===== src/rtl/acceso_pkg.sv =====
// Shared definitions for the barrier arbiter and the PIN access controller:
// barrier phase encodings, lane identifiers and default timing.
package acceso_pkg;

  typedef enum logic [1:0] {
    IDLE     = 2'd0,
    ABRIENDO = 2'd1,
    ABIERTA  = 2'd2,
    CERRANDO = 2'd3
  } estado_t;

  localparam logic LANE_ENTRADA = 1'b0;
  localparam logic LANE_SALIDA  = 1'b1;

  // Default travel/pass windows, shared with the PIN controller.
  localparam int T_MOV_DEF  = 50;
  localparam int T_PASO_DEF = 200;

endpackage


===== src/rtl/arbitro_compuerta_if.sv =====
// Lane request / barrier motor bundle between the access side (master)
// and the barrier arbiter (slave).
interface arbitro_compuerta_if #(
  parameter int CNT_W = 8
);

  logic             req_entrada;
  logic             req_salida;
  logic             sensor_paso;
  logic             gnt_entrada;
  logic             gnt_salida;
  logic             motor_abrir;
  logic             motor_cerrar;
  logic             lleno;
  logic [CNT_W-1:0] ocupacion;
  logic             alarma_timeout;

  modport master (
    output req_entrada, req_salida, sensor_paso,
    input  gnt_entrada, gnt_salida, motor_abrir, motor_cerrar,
    input  lleno, ocupacion, alarma_timeout
  );

  modport slave (
    input  req_entrada, req_salida, sensor_paso,
    output gnt_entrada, gnt_salida, motor_abrir, motor_cerrar,
    output lleno, ocupacion, alarma_timeout
  );

endinterface


===== src/rtl/arbitro_compuerta_temporizador.sv =====
// Loadable down-counter used for both the barrier travel window and the
// wait-for-pass window; cero is high while the count sits at zero.
module temporizador_compuerta #(
  parameter int W = 8
) (
  input  logic         clock,
  input  logic         reset,
  input  logic         carga,
  input  logic [W-1:0] valor,
  output logic         cero
);

  logic [W-1:0] cuenta_q;
  logic [W-1:0] cuenta_d;

  // Next count: load wins, otherwise count down and park at zero.
  always_comb begin
    cuenta_d = cuenta_q;
    if (carga) begin
      cuenta_d = valor;
    end else if (cuenta_q != '0) begin
      cuenta_d = cuenta_q - W'(1);
    end else begin
      cuenta_d = cuenta_q;
    end
  end

  // Count register.
  always_ff @(posedge clock) begin
    if (reset) begin
      cuenta_q <= '0;
    end else begin
      cuenta_q <= cuenta_d;
    end
  end

  assign cero = (cuenta_q == '0);

endmodule


===== src/rtl/arbitro_compuerta.sv =====
// Barrier arbiter: round-robin between entry and exit lanes, motor sequencing
// and occupancy count. Optional macro SAFETY_REVERSE_EN reopens on an obstacle.
module arbitro_compuerta
  import acceso_pkg::*;
#(
  parameter int CAPACIDAD = 16,
  parameter int T_MOV     = T_MOV_DEF,
  parameter int T_PASO    = T_PASO_DEF,
  parameter int CNT_W     = 8
) (
  input logic               clock,
  input logic               reset,
  arbitro_compuerta_if.slave bus
);

  localparam int T_MAX = (T_MOV > T_PASO) ? T_MOV : T_PASO;
  localparam int TW    = $clog2(T_MAX + 1);
  localparam logic [TW-1:0]    T_MOV_M1  = TW'(T_MOV - 1);
  localparam logic [TW-1:0]    T_PASO_M1 = TW'(T_PASO - 1);
  localparam logic [CNT_W-1:0] CAP_V     = CNT_W'(CAPACIDAD);

  estado_t          estado_q, estado_d;
  logic             lane_q, lane_d;
  logic             ultimo_q, ultimo_d;
  logic [CNT_W-1:0] ocup_q, ocup_d;
  logic             alarma_q, alarma_d;
  logic             sensor_q, sensor_d;
  logic             carga_s;
  logic [TW-1:0]    valor_s;
  logic             cero_s;
  logic             flanco_s;
  logic             elig_e_s;
  logic             elig_s_s;
  logic [CNT_W-1:0] contada_s;
`ifdef SAFETY_REVERSE_EN
  logic             contado_q, contado_d;
`endif

  function automatic logic [CNT_W-1:0] contar(input logic [CNT_W-1:0] o, input logic lane);
    if (lane == LANE_ENTRADA) begin
      contar = (o == CAP_V) ? o : o + CNT_W'(1);
    end else begin
      contar = (o == '0) ? o : o - CNT_W'(1);
    end
  endfunction

  temporizador_compuerta #(.W(TW)) u_temp (
    .clock (clock),
    .reset (reset),
    .carga (carga_s),
    .valor (valor_s),
    .cero  (cero_s)
  );

  assign flanco_s  = bus.sensor_paso && !sensor_q;
  assign elig_e_s  = bus.req_entrada && (ocup_q != CAP_V);
  assign elig_s_s  = bus.req_salida;
  assign contada_s = contar(ocup_q, lane_q);

  // Phase sequencing, lane arbitration and occupancy update.
  always_comb begin
    estado_d = estado_q;
    lane_d   = lane_q;
    ultimo_d = ultimo_q;
    ocup_d   = ocup_q;
    alarma_d = 1'b0;
    sensor_d = bus.sensor_paso;
    carga_s  = 1'b0;
    valor_s  = T_MOV_M1;
`ifdef SAFETY_REVERSE_EN
    contado_d = contado_q;
`endif
    case (estado_q)
      IDLE: begin
        if (elig_e_s || elig_s_s) begin
          // The round-robin pointer only moves when both lanes contend.
          if (elig_e_s && elig_s_s) begin
            lane_d   = ~ultimo_q;
            ultimo_d = ~ultimo_q;
          end else begin
            lane_d = elig_s_s ? LANE_SALIDA : LANE_ENTRADA;
          end
          estado_d = ABRIENDO;
          carga_s  = 1'b1;
`ifdef SAFETY_REVERSE_EN
          contado_d = 1'b0;
`endif
        end else begin
          estado_d = IDLE;
        end
      end
      ABRIENDO: begin
        if (cero_s) begin
          estado_d = ABIERTA;
          carga_s  = 1'b1;
          valor_s  = T_PASO_M1;
        end else begin
          estado_d = ABRIENDO;
        end
      end
      ABIERTA: begin
        if (flanco_s) begin
`ifdef SAFETY_REVERSE_EN
          ocup_d    = contado_q ? ocup_q : contada_s;
          contado_d = 1'b1;
`else
          ocup_d = contada_s;
`endif
          estado_d = CERRANDO;
          carga_s  = 1'b1;
        end else if (cero_s) begin
          alarma_d = 1'b1;
          estado_d = CERRANDO;
          carga_s  = 1'b1;
        end else begin
          estado_d = ABIERTA;
        end
      end
      CERRANDO: begin
`ifdef SAFETY_REVERSE_EN
        if (bus.sensor_paso) begin
          estado_d = ABRIENDO;
          carga_s  = 1'b1;
        end else if (cero_s) begin
          estado_d = IDLE;
        end else begin
          estado_d = CERRANDO;
        end
`else
        if (cero_s) begin
          estado_d = IDLE;
        end else begin
          estado_d = CERRANDO;
        end
`endif
      end
      default: begin
        estado_d = IDLE;
      end
    endcase
  end

  // State, lane, pointer, occupancy and alarm registers.
  always_ff @(posedge clock) begin
    if (reset) begin
      estado_q <= IDLE;
      lane_q   <= LANE_ENTRADA;
      ultimo_q <= LANE_SALIDA;
      ocup_q   <= '0;
      alarma_q <= 1'b0;
      sensor_q <= 1'b0;
`ifdef SAFETY_REVERSE_EN
      contado_q <= 1'b0;
`endif
    end else begin
      estado_q <= estado_d;
      lane_q   <= lane_d;
      ultimo_q <= ultimo_d;
      ocup_q   <= ocup_d;
      alarma_q <= alarma_d;
      sensor_q <= sensor_d;
`ifdef SAFETY_REVERSE_EN
      contado_q <= contado_d;
`endif
    end
  end

  assign bus.gnt_entrada    = (estado_q != IDLE) && (lane_q == LANE_ENTRADA);
  assign bus.gnt_salida     = (estado_q != IDLE) && (lane_q == LANE_SALIDA);
  assign bus.motor_abrir    = (estado_q == ABRIENDO);
  assign bus.motor_cerrar   = (estado_q == CERRANDO);
  assign bus.lleno          = (ocup_q == CAP_V);
  assign bus.ocupacion      = ocup_q;
  assign bus.alarma_timeout = alarma_q;

endmodule


===== src/flat_wrapper.sv =====
// flat-port wrapper written by rule: the top's interface ports become plain ports
module arbitro_compuerta_flat import acceso_pkg::*;
#(
  parameter int CAPACIDAD = 16,
  parameter int T_MOV     = T_MOV_DEF,
  parameter int T_PASO    = T_PASO_DEF,
  parameter int CNT_W     = 8
)
  (clock, reset, bus_req_entrada, bus_req_salida, bus_sensor_paso, bus_gnt_entrada, bus_gnt_salida, bus_motor_abrir, bus_motor_cerrar, bus_lleno, bus_ocupacion, bus_alarma_timeout);
  arbitro_compuerta_if #(.CNT_W(CNT_W)) bus_i ();
  input logic clock;
  input logic reset;
  input wire logic [$bits(bus_i.req_entrada)-1:0] bus_req_entrada;
  input wire logic [$bits(bus_i.req_salida)-1:0] bus_req_salida;
  input wire logic [$bits(bus_i.sensor_paso)-1:0] bus_sensor_paso;
  output wire logic [$bits(bus_i.gnt_entrada)-1:0] bus_gnt_entrada;
  output wire logic [$bits(bus_i.gnt_salida)-1:0] bus_gnt_salida;
  output wire logic [$bits(bus_i.motor_abrir)-1:0] bus_motor_abrir;
  output wire logic [$bits(bus_i.motor_cerrar)-1:0] bus_motor_cerrar;
  output wire logic [$bits(bus_i.lleno)-1:0] bus_lleno;
  output wire logic [$bits(bus_i.ocupacion)-1:0] bus_ocupacion;
  output wire logic [$bits(bus_i.alarma_timeout)-1:0] bus_alarma_timeout;
  assign bus_i.req_entrada = bus_req_entrada;
  assign bus_i.req_salida = bus_req_salida;
  assign bus_i.sensor_paso = bus_sensor_paso;
  assign bus_gnt_entrada = bus_i.gnt_entrada;
  assign bus_gnt_salida = bus_i.gnt_salida;
  assign bus_motor_abrir = bus_i.motor_abrir;
  assign bus_motor_cerrar = bus_i.motor_cerrar;
  assign bus_lleno = bus_i.lleno;
  assign bus_ocupacion = bus_i.ocupacion;
  assign bus_alarma_timeout = bus_i.alarma_timeout;
  arbitro_compuerta #(.CAPACIDAD(CAPACIDAD), .T_MOV(T_MOV), .T_PASO(T_PASO), .CNT_W(CNT_W)) u_core (.clock(clock), .reset(reset), .bus(bus_i));
endmodule

===== config.mk =====
export PLATFORM = sky130hd
export DESIGN_NAME = arbitro_compuerta_flat
export DESIGN_NICKNAME = d
export VERILOG_FILES = /design/src/rtl/acceso_pkg.sv /design/src/rtl/arbitro_compuerta_if.sv /design/src/rtl/arbitro_compuerta_temporizador.sv /design/src/rtl/arbitro_compuerta.sv /design/src/flat_wrapper.sv
export SDC_FILE = /design/constraint.sdc
export NUM_CORES = 1
export LEC_CHECK = 0
export CORE_AREA = 2 2 56 58
export CTS_BUF_LIST = sky130_fd_sc_hd__clkbuf_4
export DETAILED_ROUTE_END_ITERATION = 10
export DIE_AREA = 0 0 58 60
export PLACE_DENSITY = 0.84
export SETUP_SLACK_MARGIN = 0.2
export SLEW_MARGIN = 15
export SYNTH_ARGS = -nofsm -noshare
export SYNTH_HDL_FRONTEND = slang
export SYNTH_HIERARCHICAL = 1
export SYNTH_SLANG_ARGS = --single-unit

===== constraint.sdc =====
create_clock -name clock -period 2.23 [get_ports clock]
set_clock_uncertainty 0.1 [all_clocks]
set_input_delay 0.223 -clock clock [delete_from_list [all_inputs] [get_ports clock]]
set_output_delay 0.223 -clock clock [all_outputs]
set_load 0.05 [all_outputs]

==> run metrics <==
initial antenna violation count=0; share of cells above drive strength 1=around 30%; Starting Density=around half; Yosys cell types=50; # nets final=between 200 and 250; Tmin final=a little over 2000 ps; ANT nets after route=0; top cells by area, synth=dfxtp_1, ha_1, nand2_1, nor2_1, nor2b_1; dpl hpwl=2.35 mm; CTS root buf=clkbuf_4; cell count after synthesis=166; port buffer count=18; Setup TNS=0 ps; first-pass GRT wire length=between 5 and 6 mm; RSZ-0062 raised after global routing=yes; post-synth top area share=31.0%; Slew headroom=between 60% and 70%; ys async rst share=0%; die extent in y=roughly 60 um; CTS tree=built; core area=between 2000 and 3000 sq um; post-synthesis sequential area ratio=between 30% and 40%; drt pass-1 iters=4; Reg2Reg Depth=6; Num CTS Buffers=3; total of fill cells in the finished design=roughly 230; CP endpoint kind=register; Worst Hold Depth=2; multi-input logic area=a little over 1000 sq um; final WL=3.38 mm; final setup fails=0; Hold WC Path Type=reg2reg; max-slew violations=0; Mapped Nets=179; area added between synthesis and finish=33.4%; DR iter-0 viols=64; gr usage total=between 20% and 30%; Seq cells post-synth=22; DRC viols=0; CP Max Fanout=4; Clock Sinks=22; Via density=5.72; Die W=about 58 um; WP data arrival=roughly 2200 ps; total chip power=around 1.9 mW; leak pwr=around 0.73 nW; vias in the first global route=about 1.3k; max-cap violation count=0; row cnt=20; WHS=439 ps; Via Count=1311; commonest non-fill, non-tap cell in the layout=nand2_1; Final Wtd Congestion=0.836; Post-Syn Area=about 1400 sq um; Hold-fix buffers, CTS=0; area leader, netlist=dfxtp_1; WS Path Type=reg2reg; final worst slack=~180 ps; clk_lat worst skew=310 ps; full die area=between 3000 and 4000 sq um; Max clock buf depth=2; n_diodes=0; Worst EP required=2380 ps; period utilization=slightly above 90%; maximum VDD drop=~0.00073 V; H-tree Lvls=1; Storage cell area=470 sq um; hold violation count in the final report=0; IO Pins=19; Routed WL per cell=14.7 um; largest net degree at the start of global routing=13; Startpoint Class=register; most used flip-flop cell after synthesis=dfxtp_1; worst slew pin tran=approximately 500 ps; syn avg cell area=~8.6 sq um; Yosys warnings=6; clock transition at the registers of the reported paths=~130 ps; total gr overflow=0; Fmax=around 490 MHz; pre-CTS setup slack=about 7.1 ps; most frequent cells in the layout=nand2_1, buf_4, nor2_1; power per cell area=a little under 1000 nW/um^2; Post-synth EDFFs=0; status=complete, no violations
-- cells by family after synthesis --
logic type                 synth area share [%]
and+or+nand+nor                            28.0
xor gates and xnor gates                   6.16
AOI/OAI and AO/OA                          17.9
DFF                                        31.0
buffers and inverters                      5.80
muxes                                      3.17
other                                     0.528
adders and majority gates                  7.56
-- metrics by stage --
| step | area, sq um | cells | util (%) |
|---|---|---|---|
| after floorplan | 1480 | 166 | - |
| after global placement | 1700 | 218 | 58.7 |
| after detailed placement | 1700 | 218 | 58.7 |
| after CTS | 1780 | 225 | 61.3 |
| after global routing | 1900 | 229 | 65.4 |
| final | 1900 | 229 | 65.4 |
-- worst max-delay path, cell delays in order (launching register included) --
cell	delay (ps)
dfxtp_4	370
nor4_4	360
a31oi_4	170
nor4_4	310
nor2_4	80
or4_4	500
o211ai_2	90
-- sequential cells by signal (all words and copies together), names as in the netlist --
signal                     flops
u_core/lane_q                  1
u_core/estado_q                2
u_core/ultimo_q                1
u_core/bus.ocupacion           8
u_core/sensor_q                1
u_core/bus.alarma_timeout      1
u_core/u_temp/cuenta_q         8
-- cell usage after synthesis, types with 3 or more instances --
cell and instances:
o21ai_0 4, a21oi_1 8, mux2i_1 3, o32ai_1 4
dfxtp_1 22, xnor2_1 5, nor2b_1 7, nor3_1 7
xor2_1 5, inv_1 11, nand2_1 17, nor2_1 17
o21a_1 4, ha_1 7, clkbuf_1 4
-- what timing repair did --
| action | 4_1_cts | 5_1_grt |
|---|---|---|
| pin swaps | 4 | 14 |
| cloned | 0 | 0 |
| buffers inserted | 3 | 4 |
| setup endpoints to repair | 12 | 10 |
| resized for setup | 11 | 20 |
-- power by group --
group          internal, mW  total (mW)  switching, mW
Combinational         0.503        1.07          0.569
Sequential            0.488       0.597          0.109
Clock                0.0654       0.191          0.125
Total                  1.06        1.86          0.803
-- layout make-up --
type                            instances  area share, %
Sequential cell                        22           24.8
Multi-Input combinational cell        126           54.4
Tap cell                               33           2.18
Clock inverter                          1          0.198
Timing Repair Buffer                   32           14.9
Clock buffer                            3           1.19
Inverter                               12           2.37
-- per-layer routing --
layer,share of wire [%],vias to the layer above,global-route usage [%]
met5,0,-,0
met4,1.6,0,6.31
met3,3.5,8,2.60
met2,53,34,38.1
met1,42,615,25.2
li1,-,654,-
-- worst paths after layout --
path	start	end	slack, ps
worst max-delay path	u_core/bus.ocupacion[5]	u_core/u_temp/cuenta_q[0]	180
worst min-delay path	u_core/bus.ocupacion[2]	u_core/bus.ocupacion[2]	440
worst max register to register	u_core/bus.ocupacion[5]	u_core/u_temp/cuenta_q[0]	180
worst min register to register	u_core/bus.ocupacion[2]	u_core/bus.ocupacion[2]	440
Note: power is estimated with default switching activity, not from simulation.
